`config.mk`:
```
export PLATFORM = sky130hd
export DESIGN_NAME = fast_command_scheduler
export DESIGN_NICKNAME = d
export VERILOG_FILES = /design/src/rtl/fast_cmd_pkg.sv /design/src/rtl/fast_command_scheduler_rr.sv /design/src/rtl/fast_command_scheduler.sv
export SDC_FILE = /design/constraint.sdc
export NUM_CORES = 1
export LEC_CHECK = 0
export ABC_CLOCK_PERIOD_IN_PS = 2200
export CAP_MARGIN = 20
export CORE_ASPECT_RATIO = 0.75
export CORE_MARGIN = 8
export CORE_UTILIZATION = 44
export DETAILED_ROUTE_END_ITERATION = 8
export PLACE_DENSITY = 0.77
export SETUP_SLACK_MARGIN = 0.4
export SLEW_MARGIN = 20
export SYNTH_ARGS = -nofsm -noshare
export SYNTH_HDL_FRONTEND = slang
export SYNTH_SLANG_ARGS = --single-unit
```
`constraint.sdc`:
```
create_clock -name fast_clock_in -period 2.2 [get_ports fast_clock_in]
set_clock_uncertainty 0.05 [all_clocks]
set_input_delay 0.33 -clock fast_clock_in [delete_from_list [all_inputs] [get_ports fast_clock_in]]
set_output_delay 0.33 -clock fast_clock_in [all_outputs]
set_load 0.01 [all_outputs]
```
`src/rtl/fast_cmd_pkg.sv`:
```
// Shared constants and types for the fast-command scheduler.
package fast_cmd_pkg;

    localparam int FC_FRAME_BITS = 8;

    localparam logic [FC_FRAME_BITS-1:0] FC_IDLE_CODE = 8'hAC;
    localparam logic [FC_FRAME_BITS-1:0] FC_BCR_CODE  = 8'h2D;

    typedef logic [FC_FRAME_BITS-1:0] fc_code_t;

endpackage

```
`src/rtl/fast_command_scheduler_rr.sv`:
```
// Round-robin arbiter: combinational one-hot grant, registered search pointer.
// The pointer never drops below PTR_MIN, so index 0 can be kept out of the
// rotation by the caller and arbitrated separately.
module fc_rr_arbiter
    import fast_cmd_pkg::*;
#(
    parameter int NREQ    = 4,
    parameter int PTR_MIN = 1
) (
    input  logic            clk_i,
    input  logic            rst_ni,
    input  logic [NREQ-1:0] req_i,
    input  logic            adv_i,
    output logic [NREQ-1:0] gnt_o,
    output logic            valid_o
);

    localparam int PTR_W = (NREQ > 1) ? $clog2(NREQ) : 1;

    logic [PTR_W-1:0] ptr_q;
    logic [PTR_W-1:0] ptr_d;
    int               hi_sel;
    int               lo_sel;
    logic             hi_hit;
    logic             lo_hit;
    int               sel;

    // Pick the lowest request at or above the pointer, else the lowest overall.
    always_comb begin
        hi_sel = 0;
        lo_sel = 0;
        hi_hit = 1'b0;
        lo_hit = 1'b0;
        for (int i = NREQ - 1; i >= 0; i--) begin
            if (req_i[i]) begin
                lo_sel = i;
                lo_hit = 1'b1;
                if (i >= int'(ptr_q)) begin
                    hi_sel = i;
                    hi_hit = 1'b1;
                end
            end
        end
        sel     = hi_hit ? hi_sel : lo_sel;
        valid_o = lo_hit;
        gnt_o   = '0;
        for (int i = 0; i < NREQ; i++) begin
            gnt_o[i] = lo_hit && (sel == i);
        end
        ptr_d = (sel >= NREQ - 1) ? PTR_W'(PTR_MIN) : PTR_W'(sel + 1);
    end

    // Move the pointer just past the winner whenever a grant is consumed.
    always_ff @(posedge clk_i or negedge rst_ni) begin
        if (!rst_ni) begin
            ptr_q <= PTR_W'(PTR_MIN);
        end else if (adv_i && valid_o) begin
            ptr_q <= ptr_d;
        end
    end

endmodule

```
`src/rtl/fast_command_scheduler.sv`:
```
// Serial fast-command frame generator: strict priority for requester 0,
// round-robin for the rest, BCR insertion at orbit wrap, IDLE otherwise.
module fast_command_scheduler
    import fast_cmd_pkg::*;
#(
    parameter int                    NREQ         = 4,
    parameter int                    FRAME_BITS   = FC_FRAME_BITS,
    parameter logic [FRAME_BITS-1:0] IDLE_CODE    = FC_IDLE_CODE,
    parameter logic [FRAME_BITS-1:0] BCR_CODE     = FC_BCR_CODE,
    parameter int                    ORBIT_FRAMES = 3564
) (
    input  logic                            fast_clock_in,
    input  logic                            arstn,
    input  logic                            enable,
    input  logic                            bcr_enable,
    input  logic [NREQ-1:0]                 req,
    input  logic [NREQ*FRAME_BITS-1:0]      req_code,
    output logic [NREQ-1:0]                 ack,
    output logic                            fast_command_serial,
    output logic                            frame_start,
    output logic                            bcr_pulse,
    output logic [$clog2(ORBIT_FRAMES)-1:0] frame_count
);

    localparam int CNT_W = $clog2(FRAME_BITS);
    localparam int FC_W  = $clog2(ORBIT_FRAMES);

    localparam logic [CNT_W-1:0] LAST_BIT   = CNT_W'(FRAME_BITS - 1);
    localparam logic [FC_W-1:0]  LAST_FRAME = FC_W'(ORBIT_FRAMES - 1);

    logic [FRAME_BITS-1:0] shreg_q, shreg_d;
    logic [CNT_W-1:0]      bit_cnt_q, bit_cnt_d;
    logic [FC_W-1:0]       fc_q, fc_d, fc_next;
    logic [NREQ-1:0]       ack_q, ack_d;
    logic                  bcr_q, bcr_d;
    logic                  boundary;
    logic [NREQ-1:0]       rr_gnt;
    logic                  rr_valid;
    logic                  rr_adv;
    logic [FRAME_BITS-1:0] rr_code;

    assign boundary = (bit_cnt_q == LAST_BIT);
    assign fc_next  = (fc_q == LAST_FRAME) ? '0 : fc_q + FC_W'(1);

    generate
        if (NREQ > 1) begin : g_rr
            fc_rr_arbiter #(
                .NREQ    (NREQ),
                .PTR_MIN (1)
            ) u_rr (
                .clk_i   (fast_clock_in),
                .rst_ni  (arstn),
                .req_i   (req & ~NREQ'(1)),
                .adv_i   (rr_adv),
                .gnt_o   (rr_gnt),
                .valid_o (rr_valid)
            );
        end else begin : g_no_rr
            assign rr_gnt   = '0;
            assign rr_valid = 1'b0;
        end
    endgenerate

    // Select the command code of the round-robin winner.
    always_comb begin
        rr_code = '0;
        for (int i = 0; i < NREQ; i++) begin
            if (rr_gnt[i]) begin
                rr_code = req_code[i*FRAME_BITS +: FRAME_BITS];
            end
        end
    end

    // Shift mid-frame; at the last bit choose and load the next frame.
    always_comb begin
        shreg_d   = {shreg_q[FRAME_BITS-2:0], 1'b0};
        bit_cnt_d = bit_cnt_q + CNT_W'(1);
        fc_d      = fc_q;
        ack_d     = '0;
        bcr_d     = 1'b0;
        rr_adv    = 1'b0;
        if (boundary) begin
            bit_cnt_d = '0;
            fc_d      = fc_next;
            if (bcr_enable && (fc_next == '0)) begin
                shreg_d = BCR_CODE;
                bcr_d   = 1'b1;
            end else if (!enable) begin
                shreg_d = IDLE_CODE;
            end else if (req[0]) begin
                shreg_d  = req_code[FRAME_BITS-1:0];
                ack_d[0] = 1'b1;
            end else if (rr_valid) begin
                shreg_d = rr_code;
                ack_d   = rr_gnt;
                rr_adv  = 1'b1;
            end else begin
                shreg_d = IDLE_CODE;
            end
        end
    end

    // State registers; reset leaves an IDLE frame already on the wire.
    always_ff @(posedge fast_clock_in or negedge arstn) begin
        if (!arstn) begin
            shreg_q   <= IDLE_CODE;
            bit_cnt_q <= '0;
            fc_q      <= '0;
            ack_q     <= '0;
            bcr_q     <= 1'b0;
        end else begin
            shreg_q   <= shreg_d;
            bit_cnt_q <= bit_cnt_d;
            fc_q      <= fc_d;
            ack_q     <= ack_d;
            bcr_q     <= bcr_d;
        end
    end

    assign fast_command_serial = shreg_q[FRAME_BITS-1];
    assign frame_start         = (bit_cnt_q == '0);
    assign ack                 = ack_q;
    assign bcr_pulse           = bcr_q;
    assign frame_count         = fc_q;

endmodule

```
==> parameters.txt <==
Parameter                              Value

Placed design
  Input/output buffers ... 58
  Post-DP Area ... 0.00326 mm^2
  GP Congestion ... 0.944
  Post-detail-place hpwl ... 5400 um

Worst setup path
  Largest fanout on the critical path ... 4
  Chain of cells forming the critical path ... nor4b_4, buf_4, and3_4, o21ai_4, a211oi_2, a31oi_2, buf_4, mux2_4
  Start-to-end type of the worst setup path ... reg2reg
  Master of the slowest instance on the critical path ... sky130_fd_sc_hd__dfrtp_1
  Category of the worst setup path capture point ... register
  CP startpoint kind ... register
  Critical path data required time ... 2.31 ns
  Worst path arrival time ... 2.49 ns
  Max incr delay on CP ... 0.44 ns
  Most used cell along the critical path ... sky130_fd_sc_hd__buf_4

Pwr
  Internal portion of total power ... 1.12 mW
  Fraction of power consumed by the clock network ... 28.6%
  Worst voltage drop across the vdd grid ... 0.000331 V
  Net switching component of the power ... 489 uW
  Power density over the cells ... 436 mW/mm^2
  Logic gate share of total power ... 34.1%
  Part of the power in registers ... 37.4%
  Switching portion of total power ... 30.3%
  Leakage ... 1.59 nW

CTS
  Num CTS Buffers ... 5
  Insertion delay to the later sink of the worst-skew pair ... 0.28 ns
  CTS Sinks ... 30
  Clock Root Buffer ... sky130_fd_sc_hd__clkbuf_8
  CTS tree ... built
  Clock input transition at the sequential cells of the worst setup and hold paths ... 0.07 ns
  Largest buffer count on any clock path ... 2
  H-tree depth ... 2

Status
  Result of the run ... complete, but fails checks
  Violations in the final reports ... setup timing

Die
  Effective utilization at floorplan ... 44.9%
  Die outline area ... 0.00740 mm^2
  Die height ... 76.6 um
  Core Region ... 0.00479 mm^2
  Row count ... 22
  Horiz. Die Dim ... 96.7 um
  IO Count ... 59

Timing
  Summed negative setup slack over all endpoints ... -1.64 ns
  Max-slew violations ... 0
  Hold Violations, Final ... 0
  Part of the cycle the worst path needs ... 108%
  Fin worst setup slack ... -0.177 ns
  Worst slew margin ... 49.1%
  Worst-margin pin slew ... 0.756 ns
  RSZ-0062 raised after global routing ... yes
  Max frequency ... 0.421 GHz
  Post-layout minimum cycle time ... 2.38 ns
  Setup violation total in the final timing report ... 15

Finish
  Number of nets in the final layout ... 413
  Final-layout fill cell count ... 298
  Count of antenna diodes in the layout ... 0
  Fraction of layout cells with a size suffix above 1 ... 38.6%
  Post-route standard cell area excluding fillers ... 0.00370 mm^2
  Relative area change from synthesis to final layout ... 72.1%

Synthesis
  Synthesis warning total ... 0
  Most common flop cell mapped by yosys ... sky130_fd_sc_hd__dfrtp_1
  Count of cell types in the netlist ... 59
  Instance count of the mapped netlist ... 248
  Sequential element share of the synthesized area ... 35.2%
  Number of flops mapped to enable cells by yosys ... 0
  Syn nets ... 294
  Async set or reset register ratio after synthesis ... 100%
  Mean instance size in the synthesized netlist ... 8.67 um^2
  Area leader, netlist ... sky130_fd_sc_hd__dfrtp_1
  Register bit total from synthesis ... 30
  Synth top area share ... 29.1%
  Leading cell type by number of instances after synthesis ... sky130_fd_sc_hd__nand2_1
  Cell area after synthesis ... 0.00215 mm^2
  Most area-consuming cells after synthesis ... sky130_fd_sc_hd__dfrtp_1, sky130_fd_sc_hd__dfstp_2, sky130_fd_sc_hd__nand2_1, sky130_fd_sc_hd__o21ai_0, sky130_fd_sc_hd__nor2_1
  Most numerous cell types in the synthesized netlist ... sky130_fd_sc_hd__nand2_1, sky130_fd_sc_hd__dfrtp_1, sky130_fd_sc_hd__nor2_1, sky130_fd_sc_hd__o21ai_0, sky130_fd_sc_hd__a21oi_1

Detailed routing
  Average routed wire per standard cell ... 19.5 um
  Overall routed net length ... 8360 um
  # DRC ... 0
  Pre-Repair DR Iteration Count ... 5
  Initial drt markers ... 330
  Detailed-route vias per instance ... 6.15
  Detailed-route via count ... 2632
  Antenna viol nets, final ... 0

Global route
  Largest net degree at the start of global routing ... 31
  Global-route wire length before repair ... 11500 um
  Vias in the first global route ... 2365
  GR Util All Layers ... 18.3%
  Initial antenna violation count ... 0
  Remaining global-route overflow ... 0

Worst hold path
  Worst min path class ... in2async

Job
  Number of max-cap violations ... 0
cell families after synthesis:
group / Yosys count / synth area share [%]
buffers and inverters: 21 / 4.83
multiplexers: 4 / 2.04
AND/OR/NAND/NOR: 104 / 25.1
AO/OA/AOI/OAI: 79 / 27.7
adder cells (fa/ha/maj): 6 / 3.49
XOR/XNOR: 4 / 1.63
flip-flops: 30 / 35.2
registers in the layout, summed over array words and instances (netlist names):
signal	flops
ack	4
shreg_q	8
g_rr.u_rr.ptr_q	2
bit_cnt_q	3
bcr_pulse	1
frame_count	12
timing repair:
item | 4_1_cts | 5_1_grt
gates cloned | 0 | 1
buffers inserted | 4 | 8
hold buffers | 0 | 0
gates resized for setup | 20 | 31
endpoints found under the setup margin | 19 | 24
pin swaps | 8 | 16
layout by cell type (no fill, tap or decap), types with 4 or more instances in the layout:
| cell type | n |
|---|---|
| sky130_fd_sc_hd__inv_1 | 5 |
| sky130_fd_sc_hd__dfrtp_1 | 20 |
| sky130_fd_sc_hd__nand2b_1 | 4 |
| sky130_fd_sc_hd__dlygate4sd2_1 | 6 |
| sky130_fd_sc_hd__nand3_1 | 4 |
| sky130_fd_sc_hd__dfrtp_2 | 5 |
| sky130_fd_sc_hd__o21ai_0 | 12 |
| sky130_fd_sc_hd__o21ai_1 | 5 |
| sky130_fd_sc_hd__a311oi_2 | 4 |
| sky130_fd_sc_hd__nand2_1 | 32 |
| sky130_fd_sc_hd__nor2b_1 | 5 |
| sky130_fd_sc_hd__nor3_2 | 6 |
| sky130_fd_sc_hd__buf_12 | 4 |
| sky130_fd_sc_hd__nor3_1 | 5 |
| sky130_fd_sc_hd__dlymetal6s2s_1 | 4 |
| sky130_fd_sc_hd__nor2_1 | 21 |
| sky130_fd_sc_hd__a21oi_1 | 14 |
| sky130_fd_sc_hd__clkdlybuf4s50_1 | 48 |
| sky130_fd_sc_hd__buf_4 | 59 |
| sky130_fd_sc_hd__dfstp_2 | 5 |
| sky130_fd_sc_hd__clkbuf_8 | 6 |
| sky130_fd_sc_hd__and3_1 | 4 |
worst max-delay path, delay by kind of cell, from the launching register on:
kind / cells / cell delay (ns)
AOI/OAI and AO/OA: 3 / 0.50
and+or+nand+nor: 2 / 0.61
muxes: 1 / 0.29
DFF: 1 / 0.44
buffers and inverters: 2 / 0.35
per-stage QoR:
step           util [%]  std cells  power, mW  hold WS, ns  worst slack (ns)
6_report           77.3        428       1.61        0.373            -0.177
5_1_grt            77.3        428       1.67        0.408            -0.249
4_1_cts            71.6        419       1.55        0.399            -0.109
3_5_place_dp       68.0        407       1.08        0.392            -0.465
3_3_place_gp       68.0        407       1.06        0.383            -0.347
2_1_floorplan         -        248      0.842      -0.0156             0.103
routing by layer:
layer	global-route usage, %	share of wire, %
met3	3.53	8.9
met2	28.6	47
met5	0	0
met1	25.2	42
met4	3.98	2.2
final cells by class:
type	count	area (um^2)	area share (%)
inverters	8	33.8	0.913
repair buffers	125	1160	31.5
multi-input cells	197	1570	42.5
clock inverters	1	5.00	0.135
clock buffers	7	86.3	2.33
flip-flops and latches	30	763	20.6
well taps	60	75.1	2.03
worst paths after layout:
check / startpoint / endpoint / slack (ns) / cells after the start
max reg2reg: frame_count[9] / g_rr.u_rr.ptr_q[1] / -0.18 / 8
max: frame_count[9] / g_rr.u_rr.ptr_q[1] / -0.18 / 8
min reg2reg: bit_cnt_q[0] / bit_cnt_q[0] / 0.41 / 1
max in group asynchronous: arstn / g_rr.u_rr.ptr_q[0] / 1.39 / 2
min: arstn / frame_count[6] / 0.37 / 2
min in group fast_clock_in: bit_cnt_q[0] / bit_cnt_q[0] / 0.41 / 1
power groups by stage:
stage	registers, mW	clock network [mW]	logic (mW)
after CTS	0.603	0.464	0.484
after global routing	0.604	0.488	0.579
after floorplan	0.609	0	0.233
final	0.602	0.461	0.549
after detailed placement	0.614	0	0.462
after global placement	0.613	0	0.450
Power figures use the tool's default switching activity.
